==> config.mk <==
export PLATFORM = sky130hd
export DESIGN_NAME = aes_channel_arbiter
export DESIGN_NICKNAME = d
export VERILOG_FILES = /design/src/rtl/aes_channel_arbiter.sv
export SDC_FILE = /design/constraint.sdc
export NUM_CORES = 1
export LEC_CHECK = 0
export ABC_CLOCK_PERIOD_IN_PS = 3400
export CAP_MARGIN = 20
export CORE_AREA = 2 2 773 775
export CTS_CLUSTER_DIAMETER = 60
export DETAILED_ROUTE_END_ITERATION = 7
export DIE_AREA = 0 0 775 777
export SKIP_CTS_REPAIR_TIMING = 1
export SLEW_MARGIN = 15
export SYNTH_ARGS = -nofsm -noshare
export SYNTH_HDL_FRONTEND = slang
export SYNTH_SLANG_ARGS = --single-unit
==> constraint.sdc <==
create_clock -name clk_i -period 3.4 [get_ports clk_i]
set_input_delay 1.02 -clock clk_i [delete_from_list [all_inputs] [get_ports clk_i]]
set_output_delay 1.02 -clock clk_i [all_outputs]
set_load 0.005 [all_outputs]
==> src/rtl/aes_channel_arbiter.sv <==
// aes_channel_arbiter: round-robin scheduler sharing one aes_encryptor among NUM_CH sources.
// Arbitrates in IDLE, hands the winner's key/sync over in LOAD_KEY, then passes its message
// through in STREAM until eop. Define AES_ARB_WATCHDOG_EN to add a STREAM stall watchdog (wd_error_o).
module aes_channel_arbiter #(
    parameter int NUM_CH = 4,
    parameter int DATA_WIDTH_IN_BYTES = 16,
    parameter int WATCHDOG_CYCLES = 1024,
    localparam int W = 8 * DATA_WIDTH_IN_BYTES,
    localparam int EW = $clog2(DATA_WIDTH_IN_BYTES),
    localparam int GW = $clog2(NUM_CH)
) (
    input  logic                 clk_i,
    input  logic                 rst_ni,
    input  logic [NUM_CH*W-1:0]  req_key_i,
    input  logic [NUM_CH*W-1:0]  req_sync_i,
    input  logic [NUM_CH-1:0]    req_key_valid_i,
    output logic [NUM_CH-1:0]    req_key_rdy_o,
    input  logic [NUM_CH*W-1:0]  req_data_i,
    input  logic [NUM_CH-1:0]    req_valid_i,
    input  logic [NUM_CH-1:0]    req_sop_i,
    input  logic [NUM_CH-1:0]    req_eop_i,
    input  logic [NUM_CH*EW-1:0] req_empty_i,
    output logic [NUM_CH-1:0]    req_rdy_o,
    output logic [W-1:0]         enc_key_o,
    output logic [W-1:0]         enc_sync_o,
    output logic                 enc_key_valid_o,
    input  logic                 enc_key_rdy_i,
    output logic [W-1:0]         enc_data_o,
    output logic                 enc_valid_o,
    output logic                 enc_sop_o,
    output logic                 enc_eop_o,
    output logic [EW-1:0]        enc_empty_o,
    input  logic                 enc_rdy_i,
    output logic [GW-1:0]        grant_id_o,
    output logic                 busy_o
`ifdef AES_ARB_WATCHDOG_EN
    ,
    output logic                 wd_error_o
`endif
);

    typedef enum logic [1:0] {IDLE, LOAD_KEY, STREAM} state_e;

    state_e        state_q, state_d;
    logic [GW-1:0] grant_q, grant_d, last_q, last_d, pick, idx;
    logic          found, key_hs, xfer, done, wd_fire;

    assign key_hs = state_q == LOAD_KEY && req_key_valid_i[grant_q] && enc_key_rdy_i;
    assign xfer   = state_q == STREAM && req_valid_i[grant_q] && enc_rdy_i;
    assign done   = xfer && req_eop_i[grant_q];

    // first requesting channel scanning upward from the one after last_q, wrapping
    always_comb begin
        pick  = '0;
        idx   = '0;
        found = 1'b0;
        for (int i = 1; i <= NUM_CH; i++) begin
            idx = GW'((int'(last_q) + i) % NUM_CH);
            if (!found && req_key_valid_i[idx]) begin
                found = 1'b1;
                pick  = idx;
            end
        end
    end

`ifdef AES_ARB_WATCHDOG_EN
    localparam int CW = $clog2(WATCHDOG_CYCLES) + 1;
    logic [CW-1:0] wd_q, wd_d;

    assign wd_fire    = state_q == STREAM && !xfer && wd_q == CW'(WATCHDOG_CYCLES - 1);
    assign wd_error_o = wd_fire;

    // count consecutive STREAM cycles without a beat; zero everywhere else
    always_comb wd_d = (state_q == STREAM && !xfer) ? wd_q + 1'b1 : '0;

    // stall counter register
    always_ff @(posedge clk_i or negedge rst_ni)
        if (!rst_ni) wd_q <= '0;
        else         wd_q <= wd_d;
`else
    assign wd_fire = 1'b0;
`endif

    // state, grant and round-robin pointer registers
    always_ff @(posedge clk_i or negedge rst_ni)
        if (!rst_ni) begin
            state_q <= IDLE;
            grant_q <= '0;
            last_q  <= GW'(NUM_CH - 1);
        end else begin
            state_q <= state_d;
            grant_q <= grant_d;
            last_q  <= last_d;
        end

    // next state: re-arbitrate only after eop (or a watchdog abort)
    always_comb begin
        state_d = state_q;
        grant_d = grant_q;
        last_d  = last_q;
        case (state_q)
            IDLE: if (found) begin
                grant_d = pick;
                state_d = LOAD_KEY;
            end
            LOAD_KEY: if (key_hs) state_d = STREAM;
            STREAM: if (done || wd_fire) begin
                last_d  = grant_q;
                state_d = IDLE;
            end
            default: state_d = IDLE;
        endcase
    end

    // outputs: granted channel's key in LOAD_KEY, its beats in STREAM, zeros otherwise
    always_comb begin
        enc_key_o       = '0;
        enc_sync_o      = '0;
        enc_key_valid_o = 1'b0;
        req_key_rdy_o   = '0;
        enc_data_o      = '0;
        enc_valid_o     = 1'b0;
        enc_sop_o       = 1'b0;
        enc_eop_o       = 1'b0;
        enc_empty_o     = '0;
        req_rdy_o       = '0;
        if (state_q == LOAD_KEY) begin
            enc_key_o              = req_key_i[int'(grant_q)*W +: W];
            enc_sync_o             = req_sync_i[int'(grant_q)*W +: W];
            enc_key_valid_o        = req_key_valid_i[grant_q];
            req_key_rdy_o[grant_q] = key_hs;
        end
        if (state_q == STREAM) begin
            enc_data_o         = req_data_i[int'(grant_q)*W +: W];
            enc_empty_o        = req_empty_i[int'(grant_q)*EW +: EW];
            enc_valid_o        = req_valid_i[grant_q];
            enc_sop_o          = req_sop_i[grant_q];
            enc_eop_o          = req_eop_i[grant_q];
            req_rdy_o[grant_q] = enc_rdy_i;
        end
    end

    assign grant_id_o = grant_q;
    assign busy_o     = state_q != IDLE;

endmodule

* Yosys cells after proc, flatten, opt, wreduce, memory -nomap -nowiden *
Index checks and enable logic that the tools add are counted.

cells by class
  order comparisons = 6
  shift-type cells = 4
  add/subtract/negate cells = 4
  reduce and logical (&&, ||, !) cells = 17
  multiplexer cells = 40
  bitwise operators = 2
  equality and inequality tests = 5

operators by type and width
  operator             count
  $shiftx 512x10->128  3
  $mux 128             3
  $mux 1               17
  $bmux 1 s2           8
  $shiftx 16x5->4      1
  $lt 2x3->1 const B   5
  $mux 2               7
  $mux 4               3
  $logic_and 1x1->1    9
  $and 4x4->4          2
  $ne 2x2->1 const B   3
  $pmux 2 s3           1
  $add 2x1->2 const B  2
  $add 2x2->2 const B  2
  $reduce_and 2->1     2
  $logic_not 1->1      3
  $reduce_and 3->1     1
  $demux 1 s2          1
  $eq 2x1->1 const B   1
  $eq 2x2->1 const B   1
  $ge 2x1->1 const B   1
  $logic_not 2->1      1
  $reduce_bool 2->1    1

word-level totals
  word-level logic and storage cells = 81
  register bits = 6
  output and inout port bits = 403

* Depth between registers and ports, before layout *
Gate-level depths: netlist of the first run.

  depth after elaboration = 15
  depth in mapped cells = 6

* Worst setup path after synthesis of the first run *
Ideal clock, no wire load.

  path kind = in2out
  start point = input port req_key_valid_i[3]
  end point = output port req_key_rdy_o[1]
  arrival time = 1.687 ns
  buffers on the path = 0
  data required time = 2.380 ns
  setup slack = 0.693 ns
  cell stages on the path = 3
  path through = mux4_2 nand3_1 nor2_1

between the ends
  longest elaborated chain between the ends = 6

ends and longest elaborated chain
  what                             RTL line  RTL
  from (decl)                      16        input logic [NUM_CH-1:0] req_key_valid_i,
  $bmux 1 s2                       48        assign key_hs = state_q == LOAD_KEY && req_key_valid_i[grant_q] && enc_key_rdy_i;
  $mux 1 (not written as such)     48
  $logic_and 1x1->1 (2 in series)  48
  $and 4x4->4 (no line)            --
  $mux 4                           127       if (state_q == LOAD_KEY) begin
  to (decl)                        17        output logic [NUM_CH-1:0] req_key_rdy_o,

No other way between the ends. The select of a mux whose other input is x is not followed.

* Worst setup path after layout of the first run *
  start point = register grant_q[0], in the netlist grant_id_o[0]
  end point = output port enc_empty_o[2]

between the ends
  longest elaborated chain between the ends = 2

ends and longest elaborated chain
  what                    RTL line  RTL
  from (decl)             45        logic [GW-1:0] grant_q, grant_d, last_q, last_d, pick, idx;
  from (signal assigned)  92        grant_q <= grant_d;
  $shiftx 16x5->4         135       enc_empty_o = req_empty_i[int'(grant_q)*EW +: EW];
  $mux 4                  133       if (state_q == STREAM) begin
  to (decl)               32        output logic [EW-1:0] enc_empty_o,

No other way between the ends.

==> run_results.csv, run 1 <==
group,metric,value,unit
outcome,outcome,"finished, violations left",
outcome,violations,"antenna violations, negative setup slack",
drt,drc_errors,0,
min_path,hp-class,"reg -> reg",
logic_synthesis,yosysSeqAreaShare,1.234,%
cts,clockBufferDepth,2,
cts,clk_latency,260,ps
logic_synthesis,synth-xor-area-share,0,%
floorplan,die_h,777,µm
grt,grt_overflow,0,
drt,ant_nets,5,
floorplan,die_area,602200,µm²
cts,cts_tree,"built",
worst_setup_path,end_kind,"output port",
drt,wl_per_cell,51.59,µm
worst_setup_path,worstPathArrival,2610,ps
grt,grt_pass1_vias,22040,
logic_synthesis,synth_compound_area_share,0.4552,%
timing,finalMaxSlewViolations,0,
timing,setup_violations,223,
logic_synthesis,synthTopCellsByArea,"mux4_2, and2_1, clkbuf_1, buf_2, buf_6",
worst_setup_path,required,2380,ps
timing,max_slew_margin,58.51,%
floorplan,initial_utilization,2.085,%
place,dp.final_hpwl,553300,µm
timing,max_freq,275.3,MHz
floorplan,num_rows,283,
power_and_ir_drop,max-vdd-ir-drop,0.0005427,V
logic_synthesis,synthFlopType,"dfrtp_1",
worst_setup_path,critPathMaxFanout,8,
cts,cts_buffers,3,
logic_synthesis,syn_nets,2536,
logic_synthesis,ys_types,29,
job,drv_cap,0,
cts,cts_max_level,1,
finish,nets,4642,
grt,antenna_found_initial,822,
floorplan,dieWidth,775,µm
cts,clk_pin_slew,50,ps
logic_synthesis,ys_async_sr_fraction,100.0,%
timing,clock_skew,10.26,ps
timing,setup_slack,-232.3,ps
worst_setup_path,worstSetupPathType,"reg -> out",
logic_synthesis,synth.mux.area_fraction,71.56,%
timing,rsz0062_at_grt,"true",
grt,grt_max_degree,74,
floorplan,io_pins,1975,
grt,grt_pass1_wl,619700,µm
logic_synthesis,synth_top_family_by_area,"multiplexers",
cts,cts_root_buf,"clkbuf_16",
logic_synthesis,synthAdderAreaFrac,0,%
grt,grt_use_total,18.25,%
floorplan,core_area,593100,µm²
finish,drive_gt1_share,40.34,%
timing,holdWs,540.5,ps
place,portBuffers,1974,
logic_synthesis,synthSimpleGateAreaFrac,21.08,%
logic_synthesis,synth_top_cell_area_share,71.38,%
cts,cts.sinks,6,
logic_synthesis,synth_edf_count,0,
power_and_ir_drop,power_density,669.8,nW/µm²
drt,drt_iter0_drc,1529,
drt,vias,24410,
timing,period_needed,3632,ps
timing,worst_slew_pin_slew,622.3,ps
logic_synthesis,syn-instance-count,964,
logic_synthesis,synth_warnings,0,
logic_synthesis,syn_area_per_cell,12.83,µm²
finish,design_area,47780,µm²
drt,drt_wl_total,575800,µm
logic_synthesis,synth_top_area_cell,"mux4_2",
logic_synthesis,syn_area,12370,µm²
timing,min_period_over_period,106.8,%
place,dpl_cell_area,43010,µm²
drt,first_pass_iters,5,
worst_setup_path,start_kind,"register",
timing,finalHoldViolations,0,
finish,syn2layout_area_growth,286.3,%
drt,vias_per_cell,2.187,
place,place_congestion,0.9155,
power_and_ir_drop,power.leakage,17.28,nW
logic_synthesis,synth-seq-cells,6,
flip-flops by register name (all words and copies together), names as in the netlist:
| register | cells |
|---|---|
| grant_id_o | 2 |
| last_q | 2 |
| state_q | 2 |
where the power goes:
group	switching [W]	internal, W	total (W)
registers	0.0000480	0.000117	0.000165
clock network	0.0000706	0.000158	0.000229
logic	0.0164	0.0152	0.0316
total	0.0165	0.0155	0.0320
critical path: stages, from the launching register on:
cell	delay, ps
dfrtp_4	430
buf_12	170
buf_16	210
buf_16	220
buf_12	150
buf_6	90
mux4_2	620
and2_4	210
buf_12	140
layout by cell type (no fill, tap or decap), drive strengths merged:
cell | Yosys | layout
clkdlybuf4s50 | 0 | 1418
buf | 70 | 551
mux4 | 392 | 392
and2 | 392 | 392
diode | 0 | 255
dlymetal6s2s | 0 | 229
clkbuf | 62 | 39
nor2 | 13 | 13
nand2b | 4 | 4
nor2b | 4 | 4
dfrtp | 4 | 4
nand2 | 3 | 3
nor3 | 2 | 2
o21ai | 2 | 2
mux2 | 2 | 2
dfstp | 2 | 2
nand3 | 1 | 1
inv | 1 | 1
nand4 | 1 | 1
a22o | 1 | 1
nor3b | 1 | 1
nor4 | 1 | 1
o41ai | 1 | 1
or4 | 1 | 1
a211oi | 1 | 1
a21o | 1 | 1
a21oi | 1 | 1
a41oi | 1 | 1
synth_stat cells, types with 2 or more instances:
library cell and n:
o21ai_0 2, buf_2 44, nor2b_1 4, mux4_2 392
mux2_2 2, nor2_1 13, dfstp_2 2, buf_6 17
nand2b_1 4, nand2_1 3, buf_1 4, buf_4 5
nor3_1 2, clkbuf_1 62, dfrtp_1 4, and2_1 391
routing by layer:
layer	share of wire (%)	up-vias	GRT usage [%]
met5	0.37	-	0.01581
met4	3.9	316	3.093
met3	16	1476	12.60
met2	52	2846	35.07
met1	28	11270	15.38
li1	-	8508	-
cell type report:
class                   count  area (µm²)
clock buffers               4       78.83
fillers                 68910      545300
flip-flops and latches      6       160.2
inverters                   1       3.754
well taps                7837        9806
diodes                    255       638.1
repair buffers           2233       24920
multi-input cells         825       12180
through the flow:
step                setup TNS, ps  total power [W]  setup WS [ps]  utilization [%]  cells
detailed placement         -61210          0.02814          -1271            7.252  10770
finish                     -18890          0.03200         -232.3            8.055  11160
floorplan                       0         0.008386          693.2                -    964
global route               -24880          0.03379         -272.2            7.995  11020
global placement           -61900          0.02825          -1274            7.252  10770
CTS                       -149070          0.02850          -1276            7.265  10780
path summary, 6_finish.rpt:
check	start	to	slack [ps]	cells after the start
max in group asynchronous	rst_ni	grant_id_o[1]$_DFFE_PN0P_	1850	1
hold reg to reg	state_q[1]$_DFFE_PN0P_	state_q[0]$_DFFE_PN0P_	540	1
setup / recovery	grant_id_o[0]$_DFFE_PN0P_	enc_empty_o[2]	-230	8
setup reg to reg	grant_id_o[0]$_DFFE_PN0P_	last_q[0]$_DFFE_PN1P_	900	7
min in group asynchronous	rst_ni	state_q[1]$_DFFE_PN0P_	1140	1
hold / removal	state_q[1]$_DFFE_PN0P_	state_q[0]$_DFFE_PN0P_	540	1
logic make-up (layout without fill, tap and decap cells):
logic type	count (synthesis)	after routing
simple gates	423	423
other cells	0	255
compound gates	8	8
mux	394	394
flops	6	6
buf+inv	133	2238
(Power assumes the default switching activity.)
==> inputs of run 2 (changes only) <==
--- a/config.mk
+++ b/config.mk
@@ -8,10 +8,10 @@
 export ABC_CLOCK_PERIOD_IN_PS = 3400
 export CAP_MARGIN = 20
 export CORE_AREA = 2 2 773 775
+export CTS_BUF_LIST = sky130_fd_sc_hd__clkbuf_16
 export CTS_CLUSTER_DIAMETER = 60
 export DETAILED_ROUTE_END_ITERATION = 7
 export DIE_AREA = 0 0 775 777
-export SKIP_CTS_REPAIR_TIMING = 1
 export SLEW_MARGIN = 15
 export SYNTH_ARGS = -nofsm -noshare
 export SYNTH_HDL_FRONTEND = slang
==> run 2 against run 1 <==
The run still ends with antenna violations, negative setup slack left. Worst setup slack better by 92 ps. Flip-flop and latch count unchanged. Die area unchanged. Design area down 0.30%. First-iteration DRC count is 0.20% lower. Total power rose by 0.88%. Combinational power barely moved.
==> run_results.csv, run 2 (synthesized netlist as in run 1, its figures left out) <==
group,metric,value,unit
cts,cts.sinks,6,
timing,finalMaxSlewViolations,0,
drt,first_pass_iters,5,
finish,final_cell_mix,"clkdlybuf4s50_1, mux4_2, and2_4",
place,place_congestion,0.9155,
cts,cts_tree,"built",
cts,clk_latency,260,ps
cts,cts_buffers,3,
worst_setup_path,worstPathArrival,2520,ps
floorplan,core_area,593100,µm²
worst_setup_path,max_stage_delay,570,ps
timing,max_freq,282.5,MHz
timing,period_needed,3540,ps
floorplan,dieWidth,775,µm
grt,grt_use_total,18.46,%
cts,clk_pin_slew,50,ps
finish,final_common_cell,"clkdlybuf4s50_1",
floorplan,num_rows,283,
cts,cts_root_buf,"clkbuf_16",
min_path,hp-class,"reg -> reg",
cts,clockBufferDepth,2,
timing,worst_slew_pin_slew,570.8,ps
timing,min_period_over_period,104.1,%
grt,grt_pass1_wl,627700,µm
worst_setup_path,critPathMaxFanout,1,
worst_setup_path,startpoint,"req_key_i[220]",
job,drv_cap,0,
drt,wl_per_cell,51.32,µm
outcome,violations,"antenna violations, negative setup slack",
power_and_ir_drop,power_density,677.7,nW/µm²
power_and_ir_drop,power.leakage,16.04,nW
worst_setup_path,end_kind,"output port",
floorplan,initial_utilization,2.085,%
worst_setup_path,path_delay_family,"buffers and inverters",
worst_setup_path,path_cells,"clkdlybuf4s50_1 -> mux4_2 -> and2_4 -> buf_6",
grt,grt_overflow,0,
finish,drive_gt1_share,42.86,%
drt,vias,24670,
grt,grt_max_degree,74,
worst_setup_path,path_buf_inv,2,
power_and_ir_drop,max-vdd-ir-drop,0.0006104,V
floorplan,io_pins,1975,
worst_setup_path,r2r-start,"grant_id_o[0]$_DFFE_PN0P_",
place,portBuffers,1974,
timing,clock_skew,9.976,ps
drt,vias_per_cell,2.187,
floorplan,die_area,602200,µm²
drt,ant_nets,4,
timing,setup_slack,-139.9,ps
worst_setup_path,required,2380,ps
worst_setup_path,rrSetupSlack,850,ps
grt,antenna_found_initial,830,
worst_setup_path,worstSetupPathType,"in -> out",
min_path,worstHoldStart,"state_q[1]$_DFFE_PN0P_",
worst_setup_path,cp_slowest_cell,"clkdlybuf4s50_1",
timing,max_slew_margin,61.83,%
drt,drt_iter0_drc,1526,
finish,nets,4627,
floorplan,die_h,777,µm
drt,drc_errors,0,
place,dp.final_hpwl,553300,µm
worst_setup_path,start_kind,"input pin",
timing,finalHoldViolations,0,
timing,rsz0062_at_grt,"true",
timing,tns,-4127,ps
drt,drt_wl_total,578800,µm
cts,cts_max_level,1,
finish,syn2layout_area_growth,285.1,%
timing,setup_violations,105,
outcome,outcome,"finished, violations left",
place,place_ws,-1271,ps
grt,grt_pass1_vias,22680,
==> run 2: cell count changes in the layout (fill, tap and decap cells not counted), sizes merged <==
cell | before | now
clkdlybuf4s15 | 0 | 24
dlygate4sd2 | 0 | 262
clkbuf | 39 | 32
dlymetal6s2s | 229 | 76
diode | 255 | 387
inv | 1 | 2
buf | 551 | 581
clkdlybuf4s50 | 1418 | 1246
==> run 2: what timing repair did <==
action,4_1_cts,5_1_grt
resized for setup,1101,290
hold buffers,0,0
pin swaps,110,20
endpoints found under the setup margin,397,285
buffers inserted,85,24
cloned,28,6
==> run 2: cell type report <==
type                    count  area, µm²
fillers                 68980     545500
repair buffers           2218      24330
multi-input cells         825      12290
well taps                7837       9806
diodes                    387      968.4
flip-flops and latches      6      160.2
clock buffers               3      75.07
clock inverters             1      3.754
inverters                   1      3.754
==> run 2: where the power goes <==
part           internal (W)  switching [W]  total [W]
Clock              0.000155      0.0000704   0.000226
Sequential         0.000117      0.0000545   0.000172
Combinational        0.0153         0.0165     0.0319
Total                0.0156         0.0167     0.0323
==> run 2: path summary, 6_finish.rpt <==
path | end | depth (start not counted)
max in group asynchronous | grant_id_o[1]$_DFFE_PN0P_ | 1
hold / removal | state_q[0]$_DFFE_PN0P_ | 1
min in group asynchronous | state_q[1]$_DFFE_PN0P_ | 1
setup reg to reg | last_q[0]$_DFFE_PN1P_ | 8
hold reg to reg | state_q[0]$_DFFE_PN0P_ | 1
setup / recovery | enc_key_o[92] | 4
==> run 2: stage by stage <==
step / hold slack, ps / cell area, µm² / util [%] / std cells / total power (W)
floorplan: 440.9 / 12370 / - / 964 / 0.008386
global route: 560.6 / 47020 / 7.928 / 11030 / 0.03424
global placement: 519.8 / 43010 / 7.252 / 10770 / 0.02825
detailed placement: 533.8 / 43010 / 7.252 / 10770 / 0.02814
finish: 538.4 / 47630 / 8.031 / 11280 / 0.03228
CTS: 541.6 / 46120 / 7.776 / 10880 / 0.03321
==> run 2: routing by layer <==
metal  vias to the layer above  wire length, µm  track usage [%]  part of all wire [%]
li1                       8624                -                -                     -
met1                     11490           166000            15.72                    29
met2                      2800           302900            35.12                    52
met3                      1432            87930            12.40                    15
met4                       328            19860            3.994                   3.4
met5                         -             2200         0.007903                  0.38
